<file path="src/rtl/ks_note_sequencer.sv">
// Note sequencer for the Karplus-Strong string core: steps through a (period, duration)
// table, plucks the string through a valid/ready handshake, and forwards manual controls when idle.
module ks_note_sequencer #(
  parameter int NUM_STEPS     = 8,
  parameter int STEP_W        = 3,
  parameter int PERIOD_W      = 8,
  parameter int DUR_W         = 8,
  parameter int KS_MAX_LENGTH = 48,
  parameter int KS_MIN_LENGTH = 2
) (
  input  logic                clk,
  input  logic                rst_n,
  input  logic                sample_tick,
  input  logic                cfg_we,
  input  logic [STEP_W-1:0]   cfg_addr,
  input  logic [PERIOD_W-1:0] cfg_period,
  input  logic [DUR_W-1:0]    cfg_dur,
  input  logic                seq_en,
  input  logic                seq_loop,
  input  logic [STEP_W:0]     seq_len,
  input  logic [PERIOD_W-1:0] man_period,
  input  logic                man_pluck,
  input  logic                ks_ready,
  output logic [PERIOD_W-1:0] ks_period,
  output logic                ks_pluck,
  output logic                seq_active,
  output logic [STEP_W-1:0]   step_idx,
  output logic                seq_done
);

  typedef enum logic [2:0] {S_IDLE, S_LOAD, S_PLUCK, S_HOLD, S_NEXT} state_t;

  typedef struct packed {
    logic [PERIOD_W-1:0] period;
    logic [DUR_W-1:0]    dur;
  } note_t;

  state_t              state, state_nxt;
  note_t               tbl [NUM_STEPS];
  note_t               entry, cur;
  logic                cur_end;
  logic [DUR_W-1:0]    cnt;
  logic                hold_first;
  logic [STEP_W:0]     eff_len;
  logic                has_more, tick_done, restart;
  logic [PERIOD_W-1:0] period_nxt;
  logic                pluck_nxt, done_nxt;
  logic [STEP_W-1:0]   idx_nxt;

  function automatic logic [PERIOD_W-1:0] clamp(input logic [PERIOD_W-1:0] p);
    if (p > PERIOD_W'(KS_MAX_LENGTH))                   return PERIOD_W'(KS_MAX_LENGTH);
    else if (p != '0 && p < PERIOD_W'(KS_MIN_LENGTH))   return PERIOD_W'(KS_MIN_LENGTH);
    else                                                return p;
  endfunction

  always_ff @(posedge clk or negedge rst_n) begin
    if (!rst_n) begin
      for (int i = 0; i < NUM_STEPS; i++) tbl[i] <= '0;
    end else if (cfg_we) begin
      tbl[cfg_addr] <= '{period: cfg_period, dur: cfg_dur};
    end
  end

  assign entry     = tbl[step_idx];
  assign eff_len   = (seq_len == '0) ? (STEP_W+1)'(NUM_STEPS) : seq_len;
  assign has_more  = ((STEP_W+1)'(step_idx) + (STEP_W+1)'(1)) < eff_len;
  // The tick landing in the HOLD entry cycle is deliberately not counted
  assign tick_done = sample_tick && !hold_first && ((cnt + DUR_W'(1)) == cur.dur);
  // An end marker at step 0 would reload itself forever, so looping stops there
  assign restart   = seq_loop && !(cur_end && step_idx == '0);

  always_ff @(posedge clk or negedge rst_n) begin
    if (!rst_n) state <= S_IDLE;
    else        state <= state_nxt;
  end

  always_comb begin
    state_nxt = state;
    case (state)
      S_IDLE:  if (seq_en && !(ks_pluck && !ks_ready)) state_nxt = S_LOAD;
      S_LOAD: begin
        if (!seq_en)                   state_nxt = S_IDLE;
        else if (entry.dur == '0)      state_nxt = S_NEXT;
        else if (entry.period == '0)   state_nxt = S_HOLD;
        else                           state_nxt = S_PLUCK;
      end
      S_PLUCK: if (ks_ready) state_nxt = seq_en ? S_HOLD : S_IDLE;
      S_HOLD: begin
        if (!seq_en)        state_nxt = S_IDLE;
        else if (tick_done) state_nxt = S_NEXT;
      end
      S_NEXT: begin
        if (seq_en && ((has_more && !cur_end) || restart)) state_nxt = S_LOAD;
        else                                               state_nxt = S_IDLE;
      end
      default: state_nxt = S_IDLE;
    endcase
  end

  always_comb begin
    period_nxt = ks_period;
    pluck_nxt  = ks_pluck;
    idx_nxt    = step_idx;
    done_nxt   = 1'b0;
    case (state)
      S_IDLE: begin
        period_nxt = clamp(man_period);
        if (state_nxt == S_LOAD) begin
          pluck_nxt = 1'b0;
          idx_nxt   = '0;
        end else begin
          pluck_nxt = (ks_pluck && !ks_ready) || man_pluck;
        end
      end
      S_LOAD: if (state_nxt == S_PLUCK) begin
        period_nxt = clamp(entry.period);
        pluck_nxt  = 1'b1;
      end
      S_PLUCK: if (ks_ready) pluck_nxt = 1'b0;
      S_NEXT: begin
        if (state_nxt == S_LOAD)
          idx_nxt = (has_more && !cur_end) ? step_idx + STEP_W'(1) : '0;
        else
          done_nxt = seq_en && !seq_loop;
      end
      default: ;
    endcase
  end

  always_ff @(posedge clk or negedge rst_n) begin
    if (!rst_n) begin
      ks_period  <= PERIOD_W'(KS_MAX_LENGTH);
      ks_pluck   <= 1'b0;
      seq_active <= 1'b0;
      step_idx   <= '0;
      seq_done   <= 1'b0;
      cur        <= '0;
      cur_end    <= 1'b0;
      cnt        <= '0;
      hold_first <= 1'b0;
    end else begin
      ks_period  <= period_nxt;
      ks_pluck   <= pluck_nxt;
      seq_active <= (state_nxt != S_IDLE);
      step_idx   <= idx_nxt;
      seq_done   <= done_nxt;
      if (state == S_LOAD) begin
        cur     <= entry;
        cur_end <= (entry.dur == '0);
      end
      hold_first <= (state_nxt == S_HOLD) && (state != S_HOLD);
      if (state != S_HOLD)                   cnt <= '0;
      else if (sample_tick && !hold_first)   cnt <= cnt + DUR_W'(1);
    end
  end

endmodule

</file>
<file path="config.mk">
export PLATFORM = sky130hd
export DESIGN_NAME = ks_note_sequencer
export DESIGN_NICKNAME = d
export VERILOG_FILES = /design/src/rtl/ks_note_sequencer.sv
export SDC_FILE = /design/constraint.sdc
export NUM_CORES = 1
export LEC_CHECK = 0
export ABC_AREA = 1
export BUFFER_PORTS_ARGS = -buffer_cell sky130_fd_sc_hd__buf_2
export CORE_MARGIN = 1.5
export CORE_UTILIZATION = 50
export DETAILED_ROUTE_END_ITERATION = 10
export HOLD_SLACK_MARGIN = 0.12
export PLACE_DENSITY_LB_ADDON = 0.12
export SLEW_MARGIN = 10
export SYNTH_ARGS = -nofsm -noshare
export SYNTH_HDL_FRONTEND = slang
export SYNTH_SLANG_ARGS = --single-unit
</file>
<file path="constraint.sdc">
create_clock -name clk -period 2.97 [get_ports clk]
set_input_delay 0.297 -clock clk [delete_from_list [all_inputs] [get_ports clk]]
set_output_delay 0.297 -clock clk [all_outputs]
set_load 0.02 [all_outputs]
</file>
# == Word-level counts from Yosys, hierarchy flattened ==
# Cells that the tools add are included.
# classes
bitwise,2
magnitude_cmp,8
n_reduce_logical,36
eq_ne,13
add_sub_neg,3
muxes,35
# op_table
operator,n
128-bit bitwise mux,1
8-bit 2-to-1 mux,7
16-bit binary-select mux with 3-bit select,1
16-bit demux with 3-bit select,1
16-bit 2-to-1 mux,3
3-bit 2-to-1 mux,9
8-bit by 6-bit > comparator with 1-bit output (second input constant),2
8-bit logical NOT,2
8-bit by 2-bit < comparator with 1-bit output (second input constant),2
8-bit case mux with 2 select lines,1
8-bit nonzero test,2
3-bit case mux with 5 select lines,1
1-bit logical AND,13
3-bit by 2-bit == test with 1-bit output (second input constant),4
8-bit by 1-bit adder with 8-bit output (second input constant),1
8-bit == test,1
4-bit greater-or-equal comparator (second input constant),2
2-bit != test (second input constant),4
3-bit NOT with 4-bit output,2
1-bit 2-to-1 mux,7
3-bit by 1-bit == test with 1-bit output (second input constant),2
1-bit logical NOT,6
3-bit logical NOT,2
3-bit case mux with 2 select lines,1
15 further kinds,20
# word_totals
input_bits,39
out_inout_bits,14
wordCells,123
regBits,163

# == Depth between registers and ports, before layout ==
# logic_depth
depth_word,12
ltp_mapped,18
mapped_depth_nobuf,17

# == Worst setup path after synthesis ==
# No wires, ideal clock.
# synth_timing
path_type,register to register
from,register step_idx[0]
to,register ks_period[1]
t_arrival_ns,2.535
n_path_buf,2
period_less_slack_ns,2.601
path_slack_ns,0.369
setup_time_ns,0.065
stages_incl_launch_ff,16
t_required_ns,2.905
cell_sequence,dfrtp_1 inv_2 buf_4 buf_2 ha_1 ha_1 a21oi_1 o211ai_1 a21oi_1 nand3_1 nand2_1 nor2_8 nand3_4 nand2_4 nand2_1 nand2_1
# synth_via
elab_chain_len,12
word_cells_on_any_way,31
classes_between,add/sub: 1; order compare: 3; eq/ne: 2; mux: 12; bitwise: 1; reduce/logical: 12
# synth_rtl
item,line_no,source
from (decl),27,"output logic [STEP_W-1:0] step_idx,"
from (signal assigned),145,step_idx <= idx_nxt;
3-bit NOT with 4-bit output (implied by the code),64,assign entry = tbl[step_idx];
16-bit binary-select mux with 3-bit select,64,
16-bit 2-to-1 mux (implied by the code) (2 in series),64,
8-bit logical NOT,84,else if (entry.period == '0) state_nxt = S_HOLD;
1-bit 2-to-1 mux,84,
3-bit 2-to-1 mux,83,else if (entry.dur == '0) state_nxt = S_NEXT;
3-bit 2-to-1 mux,82,if (!seq_en) state_nxt = S_IDLE;
3-bit case mux with 5 select lines,79,case (state)
3-bit by 2-bit == test with 1-bit output,115,S_LOAD: if (state_nxt == S_PLUCK) begin
2-bit != test (no source line),--,
2-bit AND reduction (no source line),--,
to (signal assigned),132,ks_period <= PERIOD_W'(KS_MAX_LENGTH);
to (signal assigned),142,ks_period <= period_nxt;
to (decl),24,"output logic [PERIOD_W-1:0] ks_period,"
# Parallel ways exist; a longest one is shown, timed or not. The select of a mux whose other input is x is not followed.
# A chain may end at the register's enable or synchronous reset.

# == Final worst setup path ==
# layout_timing
from,register step_idx[0]
to,register ks_period[4]
# Same word-level chain as after synthesis.

==> results by group <==
STA
  • Worst slew pin tran: 1.15 ns
  • Fin worst setup slack: 0.368 ns
  • Fin. max-slew vios: 0
  • Max Fclk: 384 MHz
  • Hold Vio Cnt, Final: 0
  • Final Hold Slack: 0.126 ns
  • Clock Skew: 0.00721 ns
  • Rel. slew slack: 23.1%
  • RSZ-0062 raised after global routing: false
  • Final setup vio count: 0
  • Final Cycle Share: 87.6%
  • Fin crit period: 2.60 ns
  • Setup TNS: 0 ns

Layout
  • Fraction of layout cells with a size suffix above 1: 9.78%
  • Final layout net count: 1198
  • Layout overhead on the synthesized area: 14.8%
  • Commonest non-fill, non-tap cells in the layout: nand2_1 (389), dfrtp_1 (160), o21ai_0 (151)
  • Ant diodes: 0
  • Most common cell after layout, fill and taps aside: nand2_1

Logic synthesis
  • Mux cell area share after synthesis: 0%
  • Synth Instances: 1096
  • Syn_area_per_cell: 7.43 um2
  • Simple-gate area share of the yosys netlist: 28.0%
  • Seq/Total Area, Yosys: 50.1%
  • Net Count, Synth: 1141
  • Primary FF master, synth: dfrtp_1
  • Yosys top cell area share: 49.5%
  • Ys async rst share: 100%
  • Post-Synth Adder-Cell Area: 0.922%
  • Mapped cell area: 0.00815 mm2
  • YS warnings: 0
  • Post-synthesis compound-gate area fraction: 10.9%
  • EDFF count, synth: 0
  • Largest family of logic cells by synthesized area: simple AND/OR/NAND/NOR gates
  • Synth Area in XOR/XNOR: 0.323%
  • Top cells by area, synth: dfrtp_1 (49%), nand2_1 (18%), o21ai_0 (9.3%)
  • Netlist cell types: 34
  • Number of synthesized register bits: 163
  • Cell taking the most area after synthesis: dfrtp_1

Global routing
  • First-pass GRT wire length: 32300 um
  • Vias in the first global route: 6505
  • Largest net degree at the start of global routing: 74
  • Gr usage total: 24.6%
  • Gr ovfl total: 0
  • Initial antenna violation count: 0

Clock tree
  • TritonCTS clock tree: yes
  • CTS buffer count: 17
  • Clk pin slew, worst setup/hold paths: 0.06 ns
  • Worst skew pair latency: 0.43 ns
  • Post-CTS Setup Repair Bufs: 0
  • Sink Count: 163
  • Post-CTS Hold Buffers: 15
  • Clock Tree Root: clkbuf_16
  • CTS H-tree depth: 4
  • Post-cts resize count: 0
  • Clock buffer depth: 2

Placed design
  • Placer Congestion: 0.841
  • HPWL Detailed: 12300 um
  • Pre-CTS setup slack: 0.413 ns
  • PortBufs: 52

Die
  • Core box area: 0.0159 mm2
  • IO Count: 53
  • Rows: 46
  • Die W: 131 um
  • Starting density of the core: 51.3%
  • Die area: 0.0171 mm2
  • Die Y: 131 um

Worst setup path
  • WP data arrival: 2.97 ns
  • Worst Path Required: 3.34 ns
  • Worst-path fanout max: 23
  • Cell mode on critical path: nand2_1
  • CP max stage cell: dfrtp_2
  • CP Capture Type: flip-flop
  • Worst setup path class: reg -> reg
  • Worst-path cell chain: inv_2, buf_4, nor3_1, ha_1, nand2_1, o211ai_1, a21oi_1, nand3_1, nand2_1, nor2_8, nand3_4, nand2_4, nand2_1, nand2_1
  • WP buf/inv: 2
  • CP top delay family: simple AND/OR/NAND/NOR gates
  • Slowest stage delay, CP: 0.52 ns
  • CP Launch Type: flip-flop

Pwr
  • Switching part of the total: 31.8%
  • Pint: 4.46 mW
  • VDD IR-drop max: 444 uV
  • Pwr dens: 699 mW/mm2
  • Clock network fraction of total power: 32.4%
  • Static Leak: 4.85 nW
  • Logic pwr share: 23.1%
  • Sequential share of power: 44.6%
  • Tot Pwr: 6.53 mW
  • NetSw: 2.08 mW

Drt
  • Residual DRC: 0
  • WL/cell: 14.1 um
  • DR pass1 iterations: 5
  • WL final: 19500 um
  • Routed Antenna Nets: 0
  • Initial drt markers: 497
  • Vias/cell: 4.99
  • Via count: 6890

Hold path
  • Hold/Removal Path Class: in -> reg

Outcome
  • Outcome: completed

Run
  • Number of max-cap violations: 0
-- area by class of cell --
cell class / count / area, um2
fill: 1500 / 6530
sequential: 163 / 4080
multi-input combinational: 734 / 3280
timing repair buffer: 86 / 584
inverter: 151 / 567
clock buffer: 24 / 492
tap: 216 / 270
clock inverter: 8 / 77.6
-- metrics by stage --
| stage | cells | util, % | cell area [um2] |
|---|---|---|---|
| 6_report | 1382 | 58.9 | 9350 |
| 3_3_place_gp | 1335 | 54.3 | 8630 |
| 2_1_floorplan | 1096 | - | 8150 |
| 4_1_cts | 1382 | 58.9 | 9350 |
| 5_1_grt | 1382 | 58.9 | 9350 |
| 3_5_place_dp | 1335 | 54.3 | 8630 |
-- final timing paths --
| path | start | to | slack, ns | depth (start not counted) |
|---|---|---|---|---|
| worst max-delay path | step_idx[0] | ks_period[4] | 0.37 | 14 |
| worst min-delay path | cfg_dur[7] | tbl[7] | 0.13 | 3 |
| worst max register to register | step_idx[0] | ks_period[4] | 0.37 | 14 |
| worst min register to register | tbl[46] | tbl[46] | 0.48 | 2 |
| max in group asynchronous | rst_n | tbl[125] | 1.69 | 3 |
| min in group asynchronous | rst_n | cnt[6] | 0.42 | 2 |
-- registers in the layout, indices dropped and copies added (netlist names) --
| name | count |
|---|---|
| cur | 8 |
| step_idx | 3 |
| ks_pluck | 1 |
| cur_end | 1 |
| hold_first | 1 |
| cnt | 8 |
| ks_period | 8 |
| state | 3 |
| seq_done | 1 |
| tbl | 128 |
| seq_active | 1 |
-- synthesized netlist by cell type (3+ instances only) --
master and instances:
inv_1 148, nor3_1 7, nand3b_1 5, a31oi_1 3, dfrtp_1 161, buf_4 4
nand2_1 389, nor2_1 47, a21oi_1 7, ha_1 6, clkbuf_1 32, nand3_1 93
buf_2 10, o21ai_0 151, o22ai_1 7
-- kinds of logic after synthesis --
family / after synthesis
flops: 163
simple gates: 552
fa+ha+maj: 6
buf+inv: 199
compound gates: 173
xor+xnor: 3
-- metal layers --
metal	global-route usage (%)	part of all wire, %	vias to the layer above
met5	0	0	-
li1	-	-	3539
met3	4.64	4.6	19
met1	35.4	49	3174
met4	6.85	1.1	0
met2	38.3	45	158
-- power groups by stage --
stage	clock network [mW]	logic, mW	registers (mW)
finish	2.11	1.51	2.91
global route	2.25	1.78	2.97
CTS	2.15	1.52	2.91
detailed placement	0	1.49	2.94
global placement	0	1.46	2.93
floorplan	0	1.04	2.96
-- worst reg2reg max path: stages (launching register included) --
cell      delay (ns)
dfrtp_2         0.52
inv_2           0.13
buf_4           0.28
nor3_1          0.10
ha_1            0.31
nand2_1         0.05
o211ai_1        0.25
a21oi_1         0.11
nand3_1         0.08
nand2_1         0.12
nor2_8          0.18
nand3_4         0.14
nand2_4         0.14
nand2_1         0.07
nand2_1         0.06
Power figures use the tool's default switching activity.
